[src/rtl/bitrev_reorder_buf.sv]
// bitrev_reorder_buf: ping-pong reorder buffer turning bit-reversed FFT frames into natural order
// Frames of 2^N samples are written into one bank while the other bank is read out,
// giving 1 sample/clk sustained throughput.
// Ports: clk, rst_n (async active-low), flush (sync abort),
//        in_valid/in_ready/in_data (write side), out_valid/out_ready/out_data (registered read side),
//        out_last (end-of-frame marker, present only when SHUFFLE_LAST_EN is defined).
// Optional feature macro: SHUFFLE_LAST_EN
module bitrev_reorder_buf #(
    parameter int N       = 3,
    parameter int DATA_W  = 16,
    parameter int REORDER = 1
) (
    input  logic              clk,
    input  logic              rst_n,
    input  logic              flush,
    input  logic              in_valid,
    output logic              in_ready,
    input  logic [DATA_W-1:0] in_data,
    output logic              out_valid,
    input  logic              out_ready,
    output logic [DATA_W-1:0] out_data
`ifdef SHUFFLE_LAST_EN
    ,
    output logic              out_last
`endif
);
    logic [DATA_W-1:0] mem [2][2**N];
    logic [1:0]        bank_full;
    logic              wr_bank, rd_bank;
    logic [N-1:0]      wcnt, rcnt, wrev, waddr;
    logic              wr_en, ld;
    always_comb begin
        wrev = '0;
        for (int i = 0; i < N; i++) wrev[i] = wcnt[N-1-i];
    end
    // Scattering writes to bit-reversed addresses lets the read side walk linearly.
    assign waddr    = (REORDER != 0) ? wrev : wcnt;
    assign in_ready = !bank_full[wr_bank] && !flush;
    assign wr_en    = in_valid && in_ready;
    assign ld       = bank_full[rd_bank] && (!out_valid || out_ready) && !flush;
    always_ff @(posedge clk) begin
        if (wr_en) mem[wr_bank][waddr] <= in_data;
    end
    // A write only ever fills the bank not being drained, so a set and a clear
    // of bank_full on the same edge always touch different bits.
    always_ff @(posedge clk or negedge rst_n) begin
        if (!rst_n) begin
            bank_full <= '0;
            wr_bank   <= 1'b0;
            rd_bank   <= 1'b0;
            wcnt      <= '0;
            rcnt      <= '0;
            out_valid <= 1'b0;
            out_data  <= '0;
`ifdef SHUFFLE_LAST_EN
            out_last  <= 1'b0;
`endif
        end else if (flush) begin
            bank_full <= '0;
            wr_bank   <= 1'b0;
            rd_bank   <= 1'b0;
            wcnt      <= '0;
            rcnt      <= '0;
            out_valid <= 1'b0;
`ifdef SHUFFLE_LAST_EN
            out_last  <= 1'b0;
`endif
        end else begin
            if (wr_en) begin
                wcnt <= wcnt + 1'b1;
                if (&wcnt) begin
                    bank_full[wr_bank] <= 1'b1;
                    wr_bank            <= ~wr_bank;
                end
            end
            if (ld) begin
                out_data  <= mem[rd_bank][rcnt];
                out_valid <= 1'b1;
                rcnt      <= rcnt + 1'b1;
`ifdef SHUFFLE_LAST_EN
                out_last  <= &rcnt;
`endif
                if (&rcnt) begin
                    bank_full[rd_bank] <= 1'b0;
                    rd_bank            <= ~rd_bank;
                end
            end else if (out_ready) begin
                out_valid <= 1'b0;
            end
        end
    end
endmodule

[config.mk]
export PLATFORM = sky130hd
export DESIGN_NAME = bitrev_reorder_buf
export DESIGN_NICKNAME = d
export VERILOG_FILES = /design/src/rtl/bitrev_reorder_buf.sv
export SDC_FILE = /design/constraint.sdc
export NUM_CORES = 1
export LEC_CHECK = 0
export BUFFER_PORTS_ARGS = -buffer_cell sky130_fd_sc_hd__buf_4
export CAP_MARGIN = 20
export CORE_MARGIN = 2
export CORE_UTILIZATION = 55
export CTS_CLUSTER_DIAMETER = 50
export DETAILED_ROUTE_END_ITERATION = 10
export PLACE_DENSITY_LB_ADDON = 0.12
export SYNTH_ARGS = -nofsm -noshare
export SYNTH_HDL_FRONTEND = slang
export SYNTH_SLANG_ARGS = --single-unit
[constraint.sdc]
create_clock -name clk -period 4 [get_ports clk]
set_clock_uncertainty 0.2 [all_clocks]
set_input_delay 0 -clock clk [delete_from_list [all_inputs] [get_ports clk]]
set_output_delay 0 -clock clk [all_outputs]
set_load 0.02 [all_outputs]
[Yosys cells after proc, flatten, opt, wreduce, memory -nomap -nowiden]
Memory sizes are Yosys's and may differ from the RTL's.
Index checks and enable logic that the tools add are counted.
Operators by class
  $add $sub $neg: 2
  order comparisons: 7
  multiplexer cells: 34
  bitwise logic cells: 8
  reductions and logical operators: 21
Operator list (number)
  $mux 128: 1
  $bmux 16 s3: 1
  $demux 16 s3: 1
  $mux 16: 3
  $mux 1: 16
  $mux 2: 6
  $mux 3: 4
  $ge 4x4->1 const B: 2
  $not 3->4: 2
  $reduce_bool 2->1: 4
  $logic_and 1x1->1: 7
  $add 3x1->3 const B: 2
  $reduce_and 2->1: 3
  $reduce_and 3->1: 2
  $lt 1x2->1 const B: 2
  $lt 4x1->1 const B: 1
  $logic_not 1->1: 3
  $not 1->1: 3
  $reduce_bool 3->1: 1
  $and 2x2->2: 1
  $demux 1 s1: 2
  $ge 1x1->1 const B: 2
  $not 2->2: 1
  $or 2x2->2: 1
  $logic_or 1x1->1: 1
Storage, ports and cells
  flip-flop bits (word level): 27
  memory bits (writable): 256
  input port bits: 21
  output and inout port bits: 18
  word-level logic and storage cells: 80
  memories: 1
Memory list
  mem: words 2, width 128, rd ports 1, clocked after memory_dff 0, write ports 1, line 27  | logic [DATA_W-1:0] mem [2][2**N];

[Longest topological paths before layout]
Gate-level depths: netlist of run 1.
  depth in word-level cells: 12
  gate-level depth with buffers: 6
  depth with buffers taken out: 5

[Worst setup path before layout of run 1]
OpenSTA, ideal clock, no wires.
  kind: reg2reg
  start point: register wr_bank
  end point: memory mem[0][100] in the netlist's numbering, enable pin
  arrival time: 1575 ps
  setup slack: 1852 ps
  stages on the path, launching flop included: 3
  path buffers: 0
  clock period less this slack: 2148 ps
  path through: dfrtp_1 > nor4b_1 > and3_1
On the way
  longest elaborated chain between the ends: 7
Ends and longest elaborated chain
  start, declared: line 29  | logic wr_bank, rd_bank;
  start signal, assigned: line 73  | wr_bank <= ~wr_bank;
  $mux 1 (not written as such) (2 in a row): line 38  | assign in_ready = !bank_full[wr_bank] && !flush;
  $logic_not 1->1: line 38
  $logic_and 1x1->1: line 38
  $logic_and 1x1->1: line 39  | assign wr_en = in_valid && in_ready;
  $mux 1: line 42  | if (wr_en) mem[wr_bank][waddr] <= in_data;
  $mux 128 (not written as such): line 42
  end, declared: line 27
Several ways; a longest one is shown, not always the timed one. The select of a mux whose other input is x is not followed.

[Worst setup path in the final report of run 1]
  start point: register wr_bank
  end point: memory mem[0][116] in the netlist's numbering, enable pin
The elaborated chain is that of the path after synthesis.

==> out/results.tsv, run 1 <==
stage	metric	value	unit
clocking	clk_path_buf_depth	3	
placement	io_buffers	38	
timing	slew_violations	0	
clocking	cts_tree	yes	
synth	synth_cell_types	32	
route	drt_pass1_iterations	4	
synth	synthTopCellsByArea	edfxtp_1 70%, mux4_2 13%, dfrtp_1 6.1%	
timing	worst_pin_slew	1130	ps
critical_path	cp_data_required_time	3960	ps
critical_path	r2r-end	mem[0][116]	
critical_path	critPathCaptureType	flop	
synth	synth.avg_cell_area	20.9	um2
pwr	p_leak	4.41	nW
final_layout	area_growth	17.8	%
floorplanning	dieWidth	145	um
floorplanning	num_rows	51	
route	routed_via_density	5.96	
floorplanning	ios	39	
synth	synth_warnings	0	
hold_path	hp-class	in -> reg	
critical_path	path_max_fanout	16	
hold_path	holdPathEnd	rcnt[0]	
critical_path	critPathArrivalTime	2830	ps
flow_run	cap_violations	0	
clocking	cts_hold_buf	23	
timing	setup_viol	0	
timing	hold_slack	39.0	ps
final_layout	mostFrequentLayoutCell	edfxtp_1	
status	status	finished clean	
clocking	htreeDepth	1	
floorplanning	core	19500	um2
clocking	cts_setup_buffers	0	
route	drt_iter0_markers	452	
final_layout	fill_cells	1317	
clocking	cts_buffers	30	
synth	yosys.area.top_type	edfxtp_1	
timing	fmax	0.348	GHz
global_routing	grt_max_degree	46	
synth	synth_seq_cells	283	
clocking	insertion_delay	540	ps
critical_path	crit_type	reg -> reg	
route	post_drt_wl_per_cell	24.8	um
route	vias	5401	
pwr	power_density	480	nW/um2
synth	syn_inst	527	
route	drc	0	
synth	synth_nets	556	
synth	synth_top_area_share	69.9	%
clocking	cts.clk_slew.worst_paths	60	ps
critical_path	r2r-start	wr_bank	
synth	synth_area	11000	um2
route	drt_wl_total	22400	um
global_routing	track_usage	21.8	%
timing	relSlewSlack	24.5	%
timing	post-route-min-period	2870	ps
hold_path	hold_depth	3	
placement	hpwl	13300	um
route	antenna_left	0	
final_layout	final_cell_mix	256 x edfxtp_1, 63 x mux4_2, 50 x buf_4	
timing	rsz0062_at_grt	no	
timing	period_share	71.8	%
global_routing	grt_pass1_vias	5587	
global_routing	overflow	0	
synth	synth_edf_count	256	
pwr	ir_drop	0.334	mV
clocking	cts_sinks	283	
floorplanning	start_util	56.3	%
synth	ys.flop_type	edfxtp_1	
hold_path	hold_start	flush	
critical_path	start_kind	flop	
critical_path	r2r_setup_slack	1130	ps
floorplanning	die_y	145	um
final_layout	final_nets	645	
critical_path	r2r_cells	2	
synth	seq_area_frac_synth	76.1	%
clocking	clockRootBuffer	clkbuf_16	
clocking	cts_resized	0	
final_layout	final_layout_size_suffix_gt1_share	28.0	%
floorplanning	design.die.area	21100	um2
timing	setup_tns	0	ps
placement	place_congestion	0.776	
global_routing	grt_pass1_wl	34200	um
synth	async_flop_share	9.54	%
timing	hold_viol_final	0	
global_routing	antenna_found_initial	1	
-- cells by family after synthesis --
| group | synth area share (%) |
|---|---|
| AO/OA/AOI/OAI | 1.94 |
| XOR/XNOR | 0.159 |
| adder cells (fa/ha/maj) | 0.911 |
| buffers and inverters | 1.79 |
| flip-flops | 76.1 |
| multiplexers | 15.3 |
| AND/OR/NAND/NOR | 3.86 |
-- sequential cells by signal (all words and copies together), names as in the netlist --
| register | cells |
|---|---|
| out_data | 16 |
| rd_bank | 1 |
| wr_bank | 1 |
| out_valid | 1 |
| mem | 256 |
| wcnt | 3 |
| rcnt | 3 |
| bank_full | 2 |
-- cells in the mapped netlist (all sizes together), types with 2 or more instances --
cell type and count:
buf 21, a31o 2, nand3 3, a21oi 2
edfxtp 256, mux4 64, inv 6, clkinv 2
and3 14, nand2 46, xnor2 2, ha 8
nor2 21, dfrtp 27, mux2i 21, clkbuf 2
mux2 2, a221o 15, and2 5, o221a 2
-- worst max-delay path, cell delays in order (launching register included) --
cell and delay (ps):
dfrtp_1 410, nor4b_1 920, and3_1 960
-- layout make-up --
cell class | instances | area, um2 | share of cell area, %
timing repair buffer | 80 | 758 | 5.85
tap | 265 | 332 | 2.56
antenna | 1 | 2.50 | 0.0193
clock inverter | 14 | 171 | 1.32
inverter | 8 | 30.0 | 0.232
multi-input combinational | 213 | 2430 | 18.8
clock buffer | 42 | 857 | 6.62
sequential | 283 | 8370 | 64.6
-- report_power, final --
group          internal [mW]  switching (mW)
registers               3.25         0.00885
clock network           1.70            1.11
logic                 0.0574          0.0861
-- stage by stage --
step / total power, mW / instances / util [%] / setup WS [ps] / area (um2)
3_5_place_dp: 3.45 / 824 / 59.5 / 1200 / 11600
2_1_floorplan: 3.37 / 527 / - / 1850 / 11000
6_report: 6.21 / 906 / 66.3 / 1130 / 13000
5_1_grt: 6.39 / 906 / 66.3 / 964 / 13000
3_3_place_gp: 3.44 / 819 / 59.1 / 1330 / 11500
4_1_cts: 6.26 / 903 / 66.0 / 1180 / 12900
-- how the worst max path moves through the flow --
stage | depth (start not counted) | endpoint | slack (ps) | start
after floorplan | 2 | mem[0][100] | 1850 | wr_bank
after global placement | 2 | mem[0][113] | 1330 | wr_bank
after global routing | 4 | bank_full[0] | 960 | wr_bank
final | 2 | mem[0][116] | 1130 | wr_bank
after CTS | 4 | bank_full[0] | 1180 | wr_bank
after detailed placement | 4 | bank_full[0] | 1200 | wr_bank
-- routing by layer --
metal  track usage (%)  up-vias  share of wire, %
li1                  -     2336                 -
met1              32.2     2844                43
met5                 0        -                 0
met3              4.08       23               7.0
met4              4.80        0               1.4
met2              34.7      198                48
Note: power is estimated with default switching activity, not from simulation.
==> run 2, diff against run 1 <==
- clock period: 4 -> 2.7 ns (I/O delays scaled with it)
==> run 2 against run 1 <==
Effect of this change:
- via count is 1.5% higher
- largest power group unchanged
- critical path type unchanged
- core utilization up 0.76 points
- register-to-register slack worse by 710 ps
- power is 48% higher
- critical path depth is 3 higher
- setup slack worse by 710 ps
- flip-flop and latch count unchanged
- combinational power up 59%
- non-clock buffer count grew 18
- clock-buffer cell count is 6 lower
- final area is 1.1% higher
==> out/results.tsv, run 2 (same netlist as run 1, synthesis figures left out) <==
stage	metric	value	unit	change
floorplanning	core	19500	um2	unchanged
floorplanning	design.die.area	21100	um2	unchanged
timing	rsz0062_at_grt	no		
final_layout	final_cell_mix	256 x edfxtp_1, 65 x buf_4, 63 x mux4_2		
floorplanning	num_rows	51		unchanged
timing	hold_viol_final	0		unchanged
route	vias	5483		+1.5%
global_routing	grt_pass1_vias	5785		+3.5%
critical_path	slowest_delay	650	ps	-310 ps
critical_path	critPathCaptureType	flop		
critical_path	start_kind	flop		
critical_path	worst_path_max_delay_cell	nor2_1		
route	antenna_left	0		unchanged
pwr	ir_drop	0.659	mV	+98%
pwr	p_leak	4.49	nW	+1.7%
route	routed_via_density	5.96		about the same
final_layout	regMostFlops	mem		
route	drt_pass1_iterations	4		unchanged
timing	relSlewSlack	44.4	%	+20 points
status	status	finished clean		
clocking	cts_setup_buffers	0		unchanged
global_routing	overflow	0		unchanged
final_layout	area_growth	19.2	%	
critical_path	cp_data_required_time	2960	ps	-1000 ps
timing	fmax	0.437	GHz	+26%
timing	period_share	84.7	%	+13 points
floorplanning	ios	39		unchanged
pwr	power_density	701	nW/um2	+46%
clocking	clockRootBuffer	clkbuf_16		
timing	worst_pin_slew	831	ps	-297 ps
final_layout	largest_reg_flops	256		unchanged
placement	hpwl	14100	um	+6.2%
timing	setup_viol	0		unchanged
final_layout	diodes	0		-1
route	drc	0		unchanged
critical_path	worstPathCellList	mux2_2 > nand3_2 > nor2_1 > buf_4 > a221o_1		
final_layout	mostFrequentLayoutCell	edfxtp_1		
critical_path	critPathArrivalTime	2550	ps	-280 ps
clocking	htreeDepth	1		unchanged
placement	place_congestion	0.749		-3.5%
global_routing	antenna_found_initial	0		-1
route	post_drt_wl_per_cell	26.0	um	+5.0%
route	drt_wl_total	23900	um	+6.6%
timing	slew_violations	0		unchanged
hold_path	hp-class	in -> reg		
timing	post-route-min-period	2290	ps	-586 ps
timing	setup_tns	0	ps	unchanged
flow_run	cap_violations	0		unchanged
clocking	insertion_delay	530	ps	about the same
route	drt_iter0_markers	422		-6.6%
clocking	cts_sinks	283		unchanged
clocking	cts.clk_slew.worst_paths	60	ps	about the same
clocking	cts_buffers	29		-3.3%
final_layout	reg_top3	mem (256), out_data (16)		
placement	io_buffers	38		unchanged
clocking	cts_tree	yes		
critical_path	crit_type	reg -> reg		
floorplanning	die_y	145	um	unchanged
global_routing	track_usage	23.2	%	+1.4 points
pwr	total_power	9.19	mW	+48%
final_layout	final_nets	662		+2.6%
floorplanning	dieWidth	145	um	unchanged
global_routing	grt_max_degree	49		+6.5%
clocking	clk_path_buf_depth	3		unchanged
critical_path	path_max_fanout	9		-7
floorplanning	start_util	56.3	%	unchanged
global_routing	grt_pass1_wl	36200	um	+5.8%
final_layout	final_layout_size_suffix_gt1_share	30.2	%	+2.3 points
==> run 2: timing repair <==
action	in CTS	in global routing
resized for setup	0	0
endpoints found under the setup margin	0	0
hold buffers	23	0
hold endpoints to repair	295	0
==> run 2: per-layer routing <==
layer | wire [um] | GRT usage (%)
met5 | 0 | 0
met1 | 10200 | 33.2
met2 | 12000 | 38.9
met4 | 272 | 4.66
met3 | 1510 | 3.64
==> run 2: metrics by stage <==
| step | cells | instance area, um2 | setup slack (ps) | hold slack (ps) | util, % |
|---|---|---|---|---|---|
| detailed placement | 844 | 11900 | 473 | -222 | 60.7 |
| global route | 920 | 13100 | 339 | 80.0 | 67.1 |
| CTS | 920 | 13100 | 450 | 36.7 | 67.1 |
| finish | 920 | 13100 | 413 | 66.2 | 67.1 |
| floorplan | 527 | 11000 | 552 | -496 | - |
| global placement | 844 | 11900 | 448 | -227 | 60.7 |
==> run 2: report_power, final <==
part / switching (mW) / total (mW) / internal (mW)
Clock: 1.60 / 4.13 / 2.54
Sequential: 0.0139 / 4.83 / 4.81
Combinational: 0.133 / 0.227 / 0.0948
==> run 2: path summary, 6_finish.rpt <==
path | startpoint | endpoint | slack [ps] | cells after the start
setup / recovery | rd_bank | out_data[15] | 410 | 5
hold / removal | flush | rd_bank | 70 | 3
setup reg to reg | rd_bank | out_data[15] | 410 | 5
hold reg to reg | out_data[13] | out_data[13] | 310 | 1
max in group asynchronous | rst_n | rcnt[0] | 1790 | 4
min in group asynchronous | rst_n | out_data[14] | 320 | 4
==> run 2: cell type report <==
| class | instances | area (um2) |
|---|---|---|
| Sequential cell | 283 | 8370 |
| Fill cell | 1309 | 6430 |
| Multi-Input combinational cell | 213 | 2430 |
| Timing Repair Buffer | 98 | 928 |
| Clock buffer | 36 | 782 |
| Tap cell | 265 | 332 |
| Clock inverter | 17 | 226 |
| Inverter | 8 | 30.0 |
==> run 2: worst max-delay path: cells and delay by family (launching register included) <==
family	cells	cell delay, ps
simple gates	2	750
flops	1	440
buf+inv	1	350
mux	1	290
compound gates	1	170
==> run 3, diff against run 2 <==
- ABC_AREA: unset -> 1
- clock period: 2.7 -> 2.1 ns (I/O delays scaled with it)
==> run 3 against run 2 <==
Effect of this change:
- first-iteration DRC count increased by 120%
- final area increased by 13%
- combinational power increased by 120%
- power increased by 39%
- wire length increased by 32%
- clock power increased by 46%
- maximum frequency increased by 14%
- setup slack got worse by 310 ps
- critical path type unchanged
==> out/results.tsv, run 3 <==
stage	metric	value	unit	change
critical_path	worstPathCellList	ha_1 > ha_1 > a41oi_2 > dlygate4sd3_1 > nor2_1		
clocking	cts_sinks	283		unchanged
route	vias	8442		+54%
critical_path	worst_path_max_delay_cell	dlygate4sd3_1		
timing	relSlewSlack	66.3	%	+22 points
timing	fmax	0.500	GHz	+14%
route	routed_via_density	5.36		-10%
timing	setup_viol	0		unchanged
global_routing	track_usage	27.3	%	+4.1 points
clocking	cts.clk_slew.worst_paths	60	ps	about the same
timing	hold_slack	209	ps	+143 ps
final_layout	final_nets	1300		+96%
pwr	power_density	866	nW/um2	+23%
critical_path	cp_data_required_time	2290	ps	-670 ps
final_layout	regMostFlops	mem		
synth	synth_edf_count	256		unchanged
final_layout	fin_cells	1576		+71%
final_layout	final_cell_mix	398 x nand2_1, 256 x edfxtp_1, 203 x inv_1		
critical_path	r2r_setup_slack	100	ps	-310 ps
floorplanning	design.die.area	23300	um2	+10%
clocking	insertion_delay	520	ps	about the same
floorplanning	num_rows	54		+5.9%
final_layout	mostFrequentLayoutCell	nand2_1		
synth	synthTopCellsByArea	edfxtp_1 63%, nand2_1 13%, nand3_1 7.9%		
hold_path	hp-class	in -> reg		
timing	slew_violations	0		unchanged
timing	worst_pin_slew	503	ps	-329 ps
placement	place_congestion	0.891		+19%
synth	synth_nets	1221		+120%
timing	period_share	95.3	%	+11 points
hold_path	hold_depth	2		-1
final_layout	diodes	0		unchanged
floorplanning	core	21800	um2	+11%
status	status	finished clean		
synth	synth_warnings	0		unchanged
global_routing	overflow	0		unchanged
route	drt_wl_total	31700	um	+32%
flow_run	cap_violations	0		unchanged
critical_path	slowest_delay	570	ps	-80 ps
clocking	cts_tree	yes		
global_routing	grt_max_degree	97		+98%
floorplanning	die_y	153	um	+5.1%
route	post_drt_wl_per_cell	20.1	um	-23%
timing	hold_viol_final	0		unchanged
critical_path	r2r_cells	5		unchanged
route	drt_iter0_markers	932		+120%
global_routing	grt_pass1_wl	47700	um	+32%
floorplanning	ios	39		unchanged
final_layout	fill_cells	1650		+26%
route	drt_pass1_iterations	5		+1
critical_path	crit_type	reg -> reg		
route	antenna_left	0		unchanged
synth	synth_top_area_share	63.2	%	-6.8 points
final_layout	largest_reg_flops	256		unchanged
critical_path	cp_common_cell	ha_1		
final_layout	seq_area	8370	um2	about the same
synth	syn_inst	1192		+130%
synth	ys.flop_type	edfxtp_1		
floorplanning	start_util	55.9	%	-0.35 points
final_layout	reg_top3	mem (256), out_data (16)		
synth	synth.most_common_cell	nand2_1		
synth	seq_area_frac_synth	68.7	%	-7.4 points
placement	io_buffers	38		unchanged
critical_path	path_max_fanout	3		-6
clocking	cts_buffers	34		+17%
final_layout	multi_input_comb_area	2940	um2	+21%
synth	synth_seq_cells	283		unchanged
placement	hpwl	19000	um	+35%
route	drc	0		unchanged
placement	dp.cells	1491		+77%
final_layout	final_layout_size_suffix_gt1_share	12.7	%	-17 points
synth	synth_area	12200	um2	+11%
clocking	clockRootBuffer	clkbuf_16		
critical_path	critPathCaptureType	flop		
global_routing	antenna_found_initial	0		unchanged
clocking	clk_path_buf_depth	3		unchanged
synth	synth.avg_cell_area	10.2	um2	-51%
timing	rsz0062_at_grt	yes		
critical_path	critPathArrivalTime	2200	ps	-350 ps
synth	yosys.area.top_type	edfxtp_1		
final_layout	area_growth	21.5	%	
critical_path	start_kind	flop		
synth	async_flop_share	9.54	%	unchanged
clocking	cts_setup_buffers	0		unchanged
pwr	p_leak	6.41	nW	+43%
floorplanning	dieWidth	153	um	+5.1%
timing	post-route-min-period	2000	ps	-286 ps
final_layout	fin_util	68.0	%	+0.91 points
global_routing	grt_pass1_vias	8050		+39%
synth	synth_common_cells	407 x nand2_1, 256 x edfxtp_1, 205 x inv_1		
synth	synth_cell_types	21		-34%
pwr	ir_drop	0.720	mV	+9.2%
clocking	htreeDepth	2		+1
run 3: cell types whose count changed in the layout (fill, tap and decap cells not counted), sizes merged, moves of 15 or more:
cell	delta
nand2	+362
mux4	-64
a221o	-15
nand3	+190
inv	+201
mux2i	-21
run 3: timing repair:
action,in CTS,in global routing
gates resized for setup,0,6
hold buffers,23,0
endpoints found under the setup margin,0,16
hold endpoints to repair,310,0
run 3: area by class of cell:
| type | count | area share [%] |
|---|---|---|
| inverters | 209 | 5.35 |
| well taps | 280 | 2.37 |
| clock buffers | 48 | 6.61 |
| flip-flops and latches | 283 | 56.6 |
| clock inverters | 13 | 1.29 |
| multi-input cells | 643 | 19.9 |
| repair buffers | 100 | 7.92 |
run 3: worst max-delay path, delay by kind of cell, from the launching register on:
family / cells / cell delay [ps]
buffers and inverters: 1 / 570
and+or+nand+nor: 1 / 40
DFF: 1 / 400
AOI/OAI and AO/OA: 1 / 190
adders and majority gates: 2 / 480
run 3: stage by stage:
stage | instance area [um2] | power, mW | worst slack, ps | TNS, ps
floorplan | 12400 | 6.55 | -34.6 | -4620
global placement | 13300 | 6.84 | 173 | 0
detailed placement | 13300 | 6.84 | 152 | 0
CTS | 14700 | 12.9 | 112 | 0
global route | 14800 | 13.1 | 4.50 | 0
finish | 14800 | 12.8 | 99.1 | 0
run 3: kinds of logic (layout without fill, tap and decap cells):
group	Yosys count	in the layout	share of synthesized area [%]
adder cells (fa/ha/maj)	8	8	0.822
flip-flops	283	283	68.7
AO/OA/AOI/OAI	13	13	0.617
buffers and inverters	266	370	8.62
AND/OR/NAND/NOR	622	622	21.2
run 3: path summary, 6_finish.rpt:
path	startpoint	endpoint
max	wcnt[0]	bank_full[1]
min	in_data[9]	mem[0][89]
max reg2reg	wcnt[0]	bank_full[1]
min reg2reg	out_data[9]	out_data[9]
max in group asynchronous	rst_n	rd_bank
min in group asynchronous	rst_n	out_data[13]
run 3: layer usage:
metal  GRT usage [%]  wire, um  vias to the layer above
met4            11.6      1250                        0
met2            41.9     14500                      357
met5               0         0                        -
li1                -         -                     3987
met1            39.1     13300                     4024
met3            4.69      2690                       74
run 3: power by group:
| group | switching (mW) | internal [mW] |
|---|---|---|
| Combinational | 0.337 | 0.172 |
| Clock | 2.27 | 3.77 |
| Sequential | 0.0350 | 6.22 |
| Total | 2.64 | 10.2 |
